==> config.mk <==
export PLATFORM = sky130hd
export DESIGN_NAME = adpcm_main_mul_pipe
export DESIGN_NICKNAME = d
export VERILOG_FILES = /design/src/rtl/adpcm_main_mul_pipe.sv
export SDC_FILE = /design/constraint.sdc
export NUM_CORES = 1
export LEC_CHECK = 0
export BUFFER_PORTS_ARGS = -buffer_cell sky130_fd_sc_hd__buf_2
export CORE_MARGIN = 4
export CORE_UTILIZATION = 60
export DETAILED_ROUTE_END_ITERATION = 12
export PLACE_DENSITY = 0.78
export SLEW_MARGIN = 20
export SYNTH_ARGS = -nofsm -noshare
export SYNTH_HDL_FRONTEND = slang
export SYNTH_SLANG_ARGS = --single-unit
==> constraint.sdc <==
create_clock -name ap_clk -period 1.6 [get_ports ap_clk]
set_input_delay 0.24 -clock ap_clk [delete_from_list [all_inputs] [get_ports ap_clk]]
set_output_delay 0.24 -clock ap_clk [all_outputs]
set_load 0.02 [all_outputs]
==> src/rtl/adpcm_main_mul_pipe.sv <==
// adpcm_main_mul_pipe
// Elastic, NUM_STAGE-deep fixed-point multiplier with per-operand signedness,
// optional round-half-up right shift and saturation to a signed DOUT_WIDTH result.
// Stage 0 registers the exact product; the round/shift/saturate step feeds stage 1,
// and any further stages simply carry the finished result. With a single stage
// the whole computation sits in front of that one register.
module adpcm_main_mul_pipe #(
  parameter int DIN0_WIDTH  = 16,
  parameter int DIN1_WIDTH  = 15,
  parameter int DIN0_SIGNED = 1,
  parameter int DIN1_SIGNED = 0,
  parameter int SHIFT       = 0,
  parameter int ROUND       = 1,
  parameter int DOUT_WIDTH  = 31,
  parameter int NUM_STAGE   = 3
) (
  input  logic                  ap_clk,
  input  logic                  ap_rst_n,
  input  logic                  in_valid,
  output logic                  in_ready,
  input  logic [DIN0_WIDTH-1:0] din0,
  input  logic [DIN1_WIDTH-1:0] din1,
  output logic                  out_valid,
  input  logic                  out_ready,
  output logic [DOUT_WIDTH-1:0] dout,
  output logic                  sat_flag
);

  // Exact product width, and a compare width wide enough for both the rounded
  // product and the saturation limits.
  localparam int W   = DIN0_WIDTH + DIN1_WIDTH + 2;
  localparam int CW  = (W + 1 > DOUT_WIDTH + 1) ? W + 1 : DOUT_WIDTH + 1;
  localparam int RW  = DOUT_WIDTH + 1;
  localparam int RSH = (SHIFT > 0) ? SHIFT - 1 : 0;

  localparam logic signed [CW-1:0] RND  = (ROUND != 0 && SHIFT > 0) ? (CW'(1) <<< RSH) : '0;
  localparam logic signed [CW-1:0] MAXV = {{(CW-DOUT_WIDTH+1){1'b0}}, {(DOUT_WIDTH-1){1'b1}}};
  localparam logic signed [CW-1:0] MINV = {{(CW-DOUT_WIDTH+1){1'b1}}, {(DOUT_WIDTH-1){1'b0}}};

  // Round, arithmetic shift and clamp one exact product; returns {sat, dout}.
  function automatic logic [RW-1:0] post_proc(input logic signed [W-1:0] p);
    logic signed [CW-1:0] pc;
    logic signed [CW-1:0] r;
    logic [RW-1:0]        res;
    pc = CW'(p) + RND;
    r  = pc >>> SHIFT;
    if (r > MAXV) begin
      res = {1'b1, MAXV[DOUT_WIDTH-1:0]};
    end else if (r < MINV) begin
      res = {1'b1, MINV[DOUT_WIDTH-1:0]};
    end else begin
      res = {1'b0, r[DOUT_WIDTH-1:0]};
    end
    return res;
  endfunction

  // Operands widened by one bit so signed and unsigned inputs share one signed multiply.
  logic signed [DIN0_WIDTH:0] a_ext;
  logic signed [DIN1_WIDTH:0] b_ext;
  logic signed [W-1:0]        a_w;
  logic signed [W-1:0]        b_w;
  logic signed [W-1:0]        prod_c;

  assign a_ext  = {(DIN0_SIGNED != 0) & din0[DIN0_WIDTH-1], din0};
  assign b_ext  = {(DIN1_SIGNED != 0) & din1[DIN1_WIDTH-1], din1};
  assign a_w    = W'(a_ext);
  assign b_w    = W'(b_ext);
  assign prod_c = a_w * b_w;

  // Handshake state: one valid bit per stage.
  logic [NUM_STAGE-1:0] v_q;
  logic [NUM_STAGE-1:0] v_d;
  logic [NUM_STAGE-1:0] load;
  logic                 down_ready;
  logic [RW-1:0]        res_out;

  // Ready chain walked from the output back to the input, then next-state valids.
  always_comb begin
    v_d        = v_q;
    load       = '0;
    down_ready = out_ready;
    for (int k = NUM_STAGE - 1; k >= 0; k--) begin
      load[k]    = !v_q[k] || down_ready;
      down_ready = load[k];
    end
    if (load[0]) v_d[0] = in_valid;
    for (int k = 1; k < NUM_STAGE; k++) begin
      if (load[k]) v_d[k] = v_q[k-1];
    end
  end

  // Stage valid bits; in-flight data is dropped on reset.
  always_ff @(posedge ap_clk or negedge ap_rst_n) begin
    if (!ap_rst_n) v_q <= '0;
    else           v_q <= v_d;
  end

  generate
    if (NUM_STAGE == 1) begin : g_single
      logic [RW-1:0] res_q;

      // Single register: full arithmetic in front of it.
      always_ff @(posedge ap_clk or negedge ap_rst_n) begin
        if (!ap_rst_n)               res_q <= '0;
        else if (load[0] && in_valid) res_q <= post_proc(prod_c);
      end

      assign res_out = res_q;
    end else begin : g_multi
      logic signed [W-1:0] prod_q;
      logic [RW-1:0]       res_q [1:NUM_STAGE-1];

      // Product in stage 0, finished result in stage 1, plain carry afterwards.
      // Payloads only move when a real item moves, so a stalled output holds steady.
      always_ff @(posedge ap_clk or negedge ap_rst_n) begin
        if (!ap_rst_n) begin
          prod_q <= '0;
          for (int k = 1; k < NUM_STAGE; k++) res_q[k] <= '0;
        end else begin
          if (load[0] && in_valid) prod_q   <= prod_c;
          if (load[1] && v_q[0])   res_q[1] <= post_proc(prod_q);
          for (int k = 2; k < NUM_STAGE; k++) begin
            if (load[k] && v_q[k-1]) res_q[k] <= res_q[k-1];
          end
        end
      end

      assign res_out = res_q[NUM_STAGE-1];
    end
  endgenerate

  assign in_ready            = load[0];
  assign out_valid           = v_q[NUM_STAGE-1];
  assign {sat_flag, dout}    = res_out;

endmodule

# Word-level counts from Yosys, hierarchy flattened
# Cells that the tools add are included.
# classes
n_mul	1
magnitude_cmp	2
n_mux	2
n_reduce_logical	9
# op_table
op	n
32-bit two-way mux	2
32-bit by 31-bit greater-than comparator with 1-bit output (second input constant)	1
32-bit by 31-bit less-than comparator with 1-bit output (second input constant)	1
16-bit by 16-bit multiplier with 32-bit output	1
1-bit logical AND	3
1-bit logical NOT	3
1-bit logical OR	3
# totals
ff_bits	99
in_bits	35
output_inout_bits	34
elab_cells	20

# Depth between registers and ports, before layout
# Gate-level depths: netlist (run 1).
# depth
ltp_word	5
ltp_mapped	24

# Least setup slack after synthesis (run 1)
# No wires, ideal clock.
# synth_path
kind	input-to-reg
start	input port din0[15]
end	register g_multi.prod_q[31] (netlist name)
t_arrival_ps	5776
t_required_ps	1452
path_slack_ps	-4324
path_stages	21
path_buffers	1
path_cell_list	clkbuf_1 > nand2_1 > inv_1 > fa_1 > inv_1 > fa_1 > inv_1 > fa_1 > fa_1 > fa_1 > inv_1 > fa_1 > inv_1 > ha_1 > and4_1 > nand2_1 > o41a_1 > a31o_2 > a21oi_2 > or3_1 > a41oi_2
# synth_via
elab_chain_cells	1
# synth_rtl
item	line	text
start: declaration	21	input logic [DIN0_WIDTH-1:0] din0,
16-bit by 16-bit multiplier with 32-bit output	68	assign prod_c = a_w * b_w;
# Every way passes these cells.
# A chain may end at the register's enable or synchronous reset.

# Final worst setup path (run 1)
# layout_path
start	input port din0[5]
end	register g_multi.prod_q[31] (netlist name)
# layout_via
elab_chain_cells	1
# layout_rtl
item	line
16-bit by 16-bit multiplier with 32-bit output	68
# Every way passes these cells.

==> metrics, run 1 <==
mean number of vias per cell=5.389; Reg2Reg Setup Slack=0.13 ns; DRT antenna net count=0; Async SR Flop Fraction=1.000; CTS Buf Count=9; Slew headroom=0.6972; RSZ-0062 raised after global routing=yes; CTS H-tree lvls=3; final net count=1,997; grt total ovfl=0; initial cell density of the core=0.6168; worst-margin pin slew=0.4514 ns; area delta synth->final=22.98%; Startpoint Class=input port; fraction of layout cells with a size suffix above 1=0.2827; CP Capture Point=g_multi.prod_q[31]$_DFFE_PN0P_; Fill cells=1,373; post-route clock period utilization=3.370; vias in the first global route=11,300; Pins Over Slew Limit=0; first-pass GRT wire length=51,820 µm; GP Congestion=0.8826; Fmax achieved=185.4 MHz; synthesized net count=1,821; ant diodes=0; Routed Wire Length=32,120 µm; largest net degree at the start of global routing=63; register area share after synthesis=0.1824; synthesis-stage register bit count=99; Post-Syn Area=13,590 µm²; fin area=16,710 µm²; most frequent cells in the layout=inv_1 (280), nand2_1 (249), fa_1 (231); Post-synth top flop=dfrtp_1; clock sinks=99; hold_ws=0.1966 ns; crit path capture type=flop; Final WS setup=-3.793 ns; Clock Pin Slew Worst Setup and Hold Paths=0.06 ns; R2R Path Start=v_q[2]$_DFFE_PN0P_; kind of critical path=input port to flop; worst-skew pair later-pin latency=0.34 ns; Post-synth EDFFs=0; Total GRT Usage=0.2563; Synth cell types=46; Gate Count Post-Synth=1,458; I/O pin total=69; worst reg2reg path depth=7; Post-DP Area=15,440 µm²; number of remaining DRC errors=0; DR pass1 iterations=5; setup TNS=-87.71 ns; Hold Vio Cnt, Final=0; failing checks=setup timing; skew final=0.007345 ns; Die Span X=158.5 µm; setup violators final=29; clock buffer depth=2; Iter 0 DRT Violations=531; Hold Path Class=input port to flop; min Tclk post-route=5.393 ns; die area=25,110 µm²; most common cell after layout, fill and taps aside=inv_1; standard-cell row count=54; CP Launch Point=din0[5]; CTS tree=yes; status=complete, but fails checks; Yosys Warn Count=0; syn_area_per_cell=9.318 µm²; Critical Path RT=1.80 ns; reg2reg end=g_multi.prod_q[16]$_DFFE_PN0P_; clock root buffer=clkbuf_16; Worst EP arrival=5.59 ns; DR WL/cell=16.75 µm; via count=10,340; max cap viols=0; Core ar.=22,030 µm²; Post-DP HPWL=25,110 µm; Die H=158.5 µm; initial antenna violation count=0; IO Port Bufs=68; Crit Path Max Fanout=8
## cell families (layout without fill, tap and decap cells)
| kind of cell | Yosys count | in the layout | synth area share |
|---|---|---|---|
| AO/OA/AOI/OAI | 167 | 167 | 0.07193 |
| XOR/XNOR | 33 | 33 | 0.02127 |
| adder cells (fa/ha/maj) | 328 | 328 | 0.4380 |
| buffers and inverters | 389 | 569 | 0.1177 |
| flip-flops | 99 | 99 | 0.1824 |
| multiplexers | 39 | 39 | 0.03233 |
| AND/OR/NAND/NOR | 403 | 403 | 0.1364 |
## worst max-delay path, cell delays in order
cell and delay (ns):
buf_4 0.16, and2_4 0.17, fa_1 0.53, inv_1 0.06, fa_1 0.56, inv_1 0.07, fa_1 0.55, fa_1 0.46
fa_1 0.51, inv_1 0.06, fa_1 0.48, inv_1 0.06, ha_4 0.27, nand2_1 0.08, nor2_2 0.15, nand2_1 0.08
o41a_1 0.47, a31o_4 0.26, a21oi_2 0.15, or3_1 0.13, a41oi_2 0.10
## through the flow
step	utilization	instances	setup WS (ns)
detailed placement	0.7011	1884	-4.188
finish	0.7585	1918	-3.793
floorplan	-	1458	-3.749
global route	0.7585	1918	-3.966
CTS	0.7389	1907	-3.719
global placement	0.7011	1884	-4.038
## timing repair
item / in CTS / in global routing
setup endpoints to repair: 31 / 30
hold buffers: 1 / 0
endpoints found under the hold margin: 17 / 0
pin swaps: 58 / 74
gates resized for setup: 128 / 88
buffers inserted: 9 / 19
## worst min path at each step
stage,from,to,cells after the start
floorplan,ap_rst_n,g_multi.prod_q[0]$_DFFE_PN0P_,0
global placement,ap_rst_n,res_out[26]$_DFFE_PN0P_,1
detailed placement,ap_rst_n,res_out[26]$_DFFE_PN0P_,1
CTS,in_valid,v_q[0]$_DFFE_PN0N_,2
global route,in_valid,v_q[0]$_DFFE_PN0N_,2
finish,in_valid,v_q[0]$_DFFE_PN0N_,2
## metal layers
layer  global-route usage  share of wire
met3              0.03207          0.048
met2               0.4757           0.55
met4              0.08123          0.029
met5                    0              0
met1               0.3110           0.37
## final cells by class
cell class / instances / area [µm²] / share of cell area
clock buffer: 13 / 260.3 / 0.01558
clock inverter: 2 / 12.51 / 0.0007489
inverter: 301 / 1137 / 0.06807
multi-input combinational: 970 / 10370 / 0.6208
sequential: 99 / 2479 / 0.1484
tap: 280 / 350.3 / 0.02097
timing repair buffer: 253 / 2097 / 0.1255
## state kept, by name (all words and copies together) (netlist names)
name and count:
g_multi.prod_q 32, g_multi.res_q 32, res_out 32, v_q 3
## cells in the mapped netlist, types with 3 or more instances
master,count,area share
a211oi_1,4,0.0022
a21o_1,13,0.0072
a21oi_1,26,0.0096
a31oi_1,3,0.0014
and2_1,115,0.053
buf_1,3,0.00083
buf_4,31,0.017
buf_6,3,0.0025
clkbuf_1,51,0.014
dfrtp_1,99,0.18
fa_1,246,0.36
ha_1,82,0.076
inv_1,301,0.083
mux2_2,39,0.032
nand2_1,258,0.071
nand2b_1,5,0.0023
nand3_1,4,0.0015
nor2_1,6,0.0017
nor3_1,5,0.0018
o211ai_1,3,0.0017
o21a_1,3,0.0017
o21ai_0,96,0.035
o21ai_1,3,0.0011
or3_1,3,0.0014
xnor2_1,16,0.010
xor2_1,17,0.011
Power of run 1 is not shown: default switching activity piles up to over one toggle a cycle in this logic, so the estimate is an artifact.
==> inputs of run 2 (changes only) <==
--- a/config.mk
+++ b/config.mk
@@ -6,6 +6,7 @@
 export NUM_CORES = 1
 export LEC_CHECK = 0
 export BUFFER_PORTS_ARGS = -buffer_cell sky130_fd_sc_hd__buf_2
+export CORE_ASPECT_RATIO = 1.1
 export CORE_MARGIN = 4
 export CORE_UTILIZATION = 60
 export DETAILED_ROUTE_END_ITERATION = 12
==> run 2 against run 1 <==
The run still ends with setup timing left. Fmax is essentially flat. Via count shrank 0.39%. Utilization grew 0.33 points. Count of clock-buffer cells in the layout shrank 2. Sequential share of layout area shrank 0.17 points. Global-route usage is essentially flat. Flip-flop and latch count is the same. Largest cell class unchanged.
==> metrics, run 2 (synthesis gave the netlist of run 1 again) <==
post-route clock period utilization=3.372; max cap viols=0; Pins Over Slew Limit=0; setup violators final=29; crit path capture type=flop; Startpoint Class=input port; Top Family by Delay on Critical Path=adder cells; Iter 0 DRT Violations=479; setup TNS=-86.94 ns; status=complete, but fails checks; vias in the first global route=10,880; Final WS setup=-3.795 ns; most frequent cells in the layout=inv_1 (278), nand2_1 (245), fa_1 (233); Routed Wire Length=31,900 µm; Buf/Inv on CP=8; number of remaining DRC errors=0; Die H=165.8 µm; CTS tree=yes; fraction of layout cells with a size suffix above 1=0.2897; Fill cells=1,369; first-pass GRT wire length=52,270 µm; Worst EP arrival=5.65 ns; RSZ-0062 raised after global routing=yes; DR pass1 iterations=5; CTS H-tree lvls=3; Core ar.=22,180 µm²; skew final=0.007957 ns; Hold Vio Cnt, Final=0; Critical Path RT=1.86 ns; Critical Path Max Stage Delay=0.57 ns; via count=10,300; slowest CP cell=fa_2; final net count=2,002; most common cell after layout, fill and taps aside=inv_1; ant diodes=0; Hold Path Class=input port to flop; failing checks=setup timing; kind of critical path=input port to flop; area delta synth->final=24.37%; initial cell density of the core=0.6125; I/O pin total=69; Fmax achieved=185.4 MHz; clock root buffer=clkbuf_16; Post-DP HPWL=24,760 µm; clock buffer depth=2; standard-cell row count=57; Crit Path Max Fanout=5; Slew headroom=0.7528; CTS Buf Count=9; initial antenna violation count=0; grt total ovfl=0; mean number of vias per cell=5.313; DR WL/cell=16.46 µm; Clock Pin Slew Worst Setup and Hold Paths=0.06 ns; die area=25,120 µm²; worst-margin pin slew=0.3692 ns; largest net degree at the start of global routing=64; worst-skew pair later-pin latency=0.34 ns; Total GRT Usage=0.2558; clock sinks=99; IO Port Bufs=68; GP Congestion=0.9233; min Tclk post-route=5.395 ns; CP cell instances=buf_8 -> buf_4 -> nand2_1 -> fa_1 -> inv_1 -> fa_1 -> inv_1 -> fa_1 -> inv_1 -> fa_2 -> fa_1 -> inv_1 -> fa_1 -> inv_1 -> ha_4 -> a21oi_4 -> o21ai_2 -> buf_4 -> nand4_1 -> o41a_1 -> a31o_4 -> a21oi_2 -> or3_1 -> a41oi_2; DRT antenna net count=0; Die Span X=151.5 µm
-- run 2: changes by cell type in the layout (fill, tap and decap cells not counted), moves of 4 or more --
cell,before,now
xor2_2,6,0
nand2_1,249,245
xor2_1,11,17
buf_6,38,48
buf_4,158,145
nand2_2,7,11
a21oi_2,9,14
a21oi_1,12,8
buf_12,10,14
-- run 2: path summary, 6_finish.rpt --
check                                               from                              to  slack, ns  cells past startpoint
setup / recovery                                 din0[7]  g_multi.prod_q[31]$_DFFE_PN0P_      -3.79                     24
hold / removal                                  in_valid              v_q[0]$_DFFE_PN0N_       0.18                      2
setup reg to reg                      v_q[2]$_DFFE_PN0P_   g_multi.prod_q[0]$_DFFE_PN0P_       0.18                      7
hold reg to reg            g_multi.res_q[43]$_DFFE_PN0P_   g_multi.res_q[43]$_DFFE_PN0P_       0.48                      2
max in group asynchronous                       ap_rst_n              v_q[2]$_DFFE_PN0P_       0.85                      3
min in group asynchronous                       ap_rst_n   g_multi.res_q[37]$_DFFE_PN0P_       0.41                      3
-- run 2: final cells by class --
type	instances	area [µm²]	share of cell area
clock buffers	11	242.7	0.01437
well taps	295	369.1	0.02185
flip-flops and latches	99	2479	0.1467
repair buffers	258	2242	0.1327
clock inverters	4	51.30	0.003036
multi-input cells	970	10370	0.6139
inverters	301	1140	0.06746
-- run 2: repair_timing --
item	4_1_cts	5_1_grt
hold buffers	1	0
pin swaps	77	41
buffers inserted	20	11
setup endpoints to repair	31	30
resized for setup	173	71
endpoints found under the hold margin	99	0
-- run 2: stage by stage --
stage,hold WS (ns),instances,setup slack [ns],utilization,cell area [µm²]
floorplan,-0.05559,1458,-3.749,-,14030
global placement,0.2268,1898,-4.078,0.6979,15480
detailed placement,0.2245,1898,-4.194,0.6979,15480
CTS,0.1767,1931,-3.664,0.7460,16550
global route,0.1949,1938,-3.894,0.7618,16900
finish,0.1843,1938,-3.795,0.7618,16900
-- run 2: metal layers --
metal | vias up | global-route usage | share of wire
met3 | 73 | 0.03302 | 0.052
met5 | - | 0 | 0
met1 | 5186 | 0.3443 | 0.41
met4 | 0 | 0.06861 | 0.028
li1 | 4721 | - | -
met2 | 316 | 0.4380 | 0.51
-- run 2: worst reg2reg max path: cells and delay by family, from the launching register on --
kind / cells / cell delay [ns]
AOI/OAI and AO/OA: 1 / 0.10
buffers and inverters: 2 / 0.41
DFF: 1 / 0.36
and+or+nand+nor: 4 / 0.44
Power of run 2 is left out for the same reason.
==> inputs of run 3 (changes only) <==
--- a/config.mk
+++ b/config.mk
@@ -7,10 +7,11 @@
 export LEC_CHECK = 0
 export BUFFER_PORTS_ARGS = -buffer_cell sky130_fd_sc_hd__buf_2
 export CORE_ASPECT_RATIO = 1.1
-export CORE_MARGIN = 4
+export CORE_MARGIN = 1
 export CORE_UTILIZATION = 60
 export DETAILED_ROUTE_END_ITERATION = 12
 export PLACE_DENSITY = 0.78
+export RECOVER_POWER = 100
 export SLEW_MARGIN = 20
 export SYNTH_ARGS = -nofsm -noshare
 export SYNTH_HDL_FRONTEND = slang
==> run 3 against run 2 <==
Non-clock buffer count fell by 9. The run still ends with setup timing left. Highest routed layer unchanged. Critical path depth fell by 2. First-iteration DRC count fell by 3.5%. Critical path type unchanged. Routed wire length fell by 3.2%.
==> metrics, run 3 (synthesis gave the netlist of run 1 again) <==
setup violators final=30; die area=23,250 µm²; kind of critical path=input port to flop; max cap viols=0; Hold Vio Cnt, Final=0; CTS Buf Count=9; DR WL/cell=16.01 µm; via count=9,975; I/O pin total=69; Pins Over Slew Limit=0; worst reg2reg path depth=5; Final WS setup=-3.804 ns; mean number of vias per cell=5.171; Slew headroom=0.4529; Min-Delay Path Depth=2; min Tclk post-route=5.404 ns; clock root buffer=clkbuf_16; initial cell density of the core=0.6125; IO Port Bufs=68; post-route clock period utilization=3.378; Fmax achieved=185.0 MHz; Placement Setup Slack=-4.212 ns; crit path capture type=flop; status=complete, but fails checks; final net count=1,993; DR pass1 iterations=5; first-pass GRT wire length=50,840 µm; Critical Path RT=1.82 ns; failing checks=setup timing; fraction of layout cells with a size suffix above 1=0.2552; Clock Pin Slew Worst Setup and Hold Paths=0.07 ns; GP Congestion=0.8872; Worst EP arrival=5.62 ns; clock buffer depth=2; Total GRT Usage=0.2714; Die H=159.8 µm; Iter 0 DRT Violations=462; Fill cells=1,473; DRT antenna net count=0; ant diodes=0; CTS tree=yes; vias in the first global route=10,600; RSZ-0062 raised after global routing=yes; number of remaining DRC errors=0; Startpoint Class=input port; Hold Path Class=input port to flop; area delta synth->final=21.88%; largest net degree at the start of global routing=63; Routed Wire Length=30,880 µm; most frequent cells in the layout=inv_1 (275), nand2_1 (248), fa_1 (232); Die Span X=145.5 µm; clock sinks=99; standard-cell row count=57; Crit Path Max Fanout=6; initial antenna violation count=0; CTS H-tree lvls=3; worst-margin pin slew=0.8207 ns; grt total ovfl=0; Core ar.=22,180 µm²; Post-DP HPWL=24,790 µm; skew final=0.007427 ns; most common cell after layout, fill and taps aside=inv_1; worst-skew pair later-pin latency=0.34 ns
## run 3: metal layers
metal | vias to the layer above | global-route usage | wire, µm
li1 | 4704 | - | -
met1 | 4974 | 0.3637 | 13140
met2 | 251 | 0.4712 | 15750
met3 | 46 | 0.02686 | 1386
met4 | 0 | 0.07943 | 599
met5 | - | 0 | 0
## run 3: final cells by class
class	instances	area, µm²	area share
Clock buffer	11	232.7	0.01405
Clock inverter	4	52.55	0.003174
Inverter	301	1135	0.06854
Multi-Input combinational cell	970	10290	0.6212
Sequential cell	99	2479	0.1497
Tap cell	295	369.1	0.02229
Timing Repair Buffer	249	2004	0.1211
## run 3: what timing repair did
action,4_1_cts,5_1_grt
pin swaps,67,79
setup buffers,6,10
endpoints found under the setup margin,31,30
endpoints found under the hold margin,29,0
gates resized for setup,103,116
hold buffers,1,0
## run 3: final timing paths
kind / startpoint / to / slack [ns]
worst max-delay path: din0[15] / g_multi.prod_q[31]$_DFFE_PN0P_ / -3.80
worst min-delay path: in_valid / v_q[0]$_DFFE_PN0N_ / 0.17
worst max register to register: v_q[2]$_DFFE_PN0P_ / g_multi.prod_q[4]$_DFFE_PN0P_ / 0.09
worst min register to register: g_multi.res_q[60]$_DFFE_PN0P_ / g_multi.res_q[60]$_DFFE_PN0P_ / 0.48
max in group asynchronous: ap_rst_n / g_multi.prod_q[10]$_DFFE_PN0P_ / 0.19
min in group asynchronous: ap_rst_n / res_out[5]$_DFFE_PN0P_ / 0.52
## run 3: through the flow
stage            util  cell area [µm²]  hold WS, ns  instances  TNS, ns
2_1_floorplan       -            14030     -0.05559       1458   -85.07
3_3_place_gp   0.6965            15450       0.2114       1897   -98.08
4_1_cts        0.7282            16150       0.1659       1919   -86.70
5_1_grt        0.7465            16560       0.1877       1929   -90.96
3_5_place_dp   0.6965            15450       0.2121       1897  -100.36
6_report       0.7465            16560       0.1716       1929   -86.70
## run 3: critical path: stages
cell and delay, ns:
buf_12 0.11, buf_12 0.12, nand2_8 0.05, inv_4 0.04, fa_2 0.57, inv_2 0.06, fa_2 0.60, inv_4 0.05
fa_1 0.54, fa_2 0.46, fa_1 0.48, inv_1 0.05, fa_1 0.49, inv_2 0.05, ha_4 0.27, and4_4 0.25
nand2_2 0.06, o41a_1 0.48, a31o_4 0.28, a21oi_2 0.13, or3_1 0.14, a41oi_2 0.11
Power of run 3 is left out for the same reason.
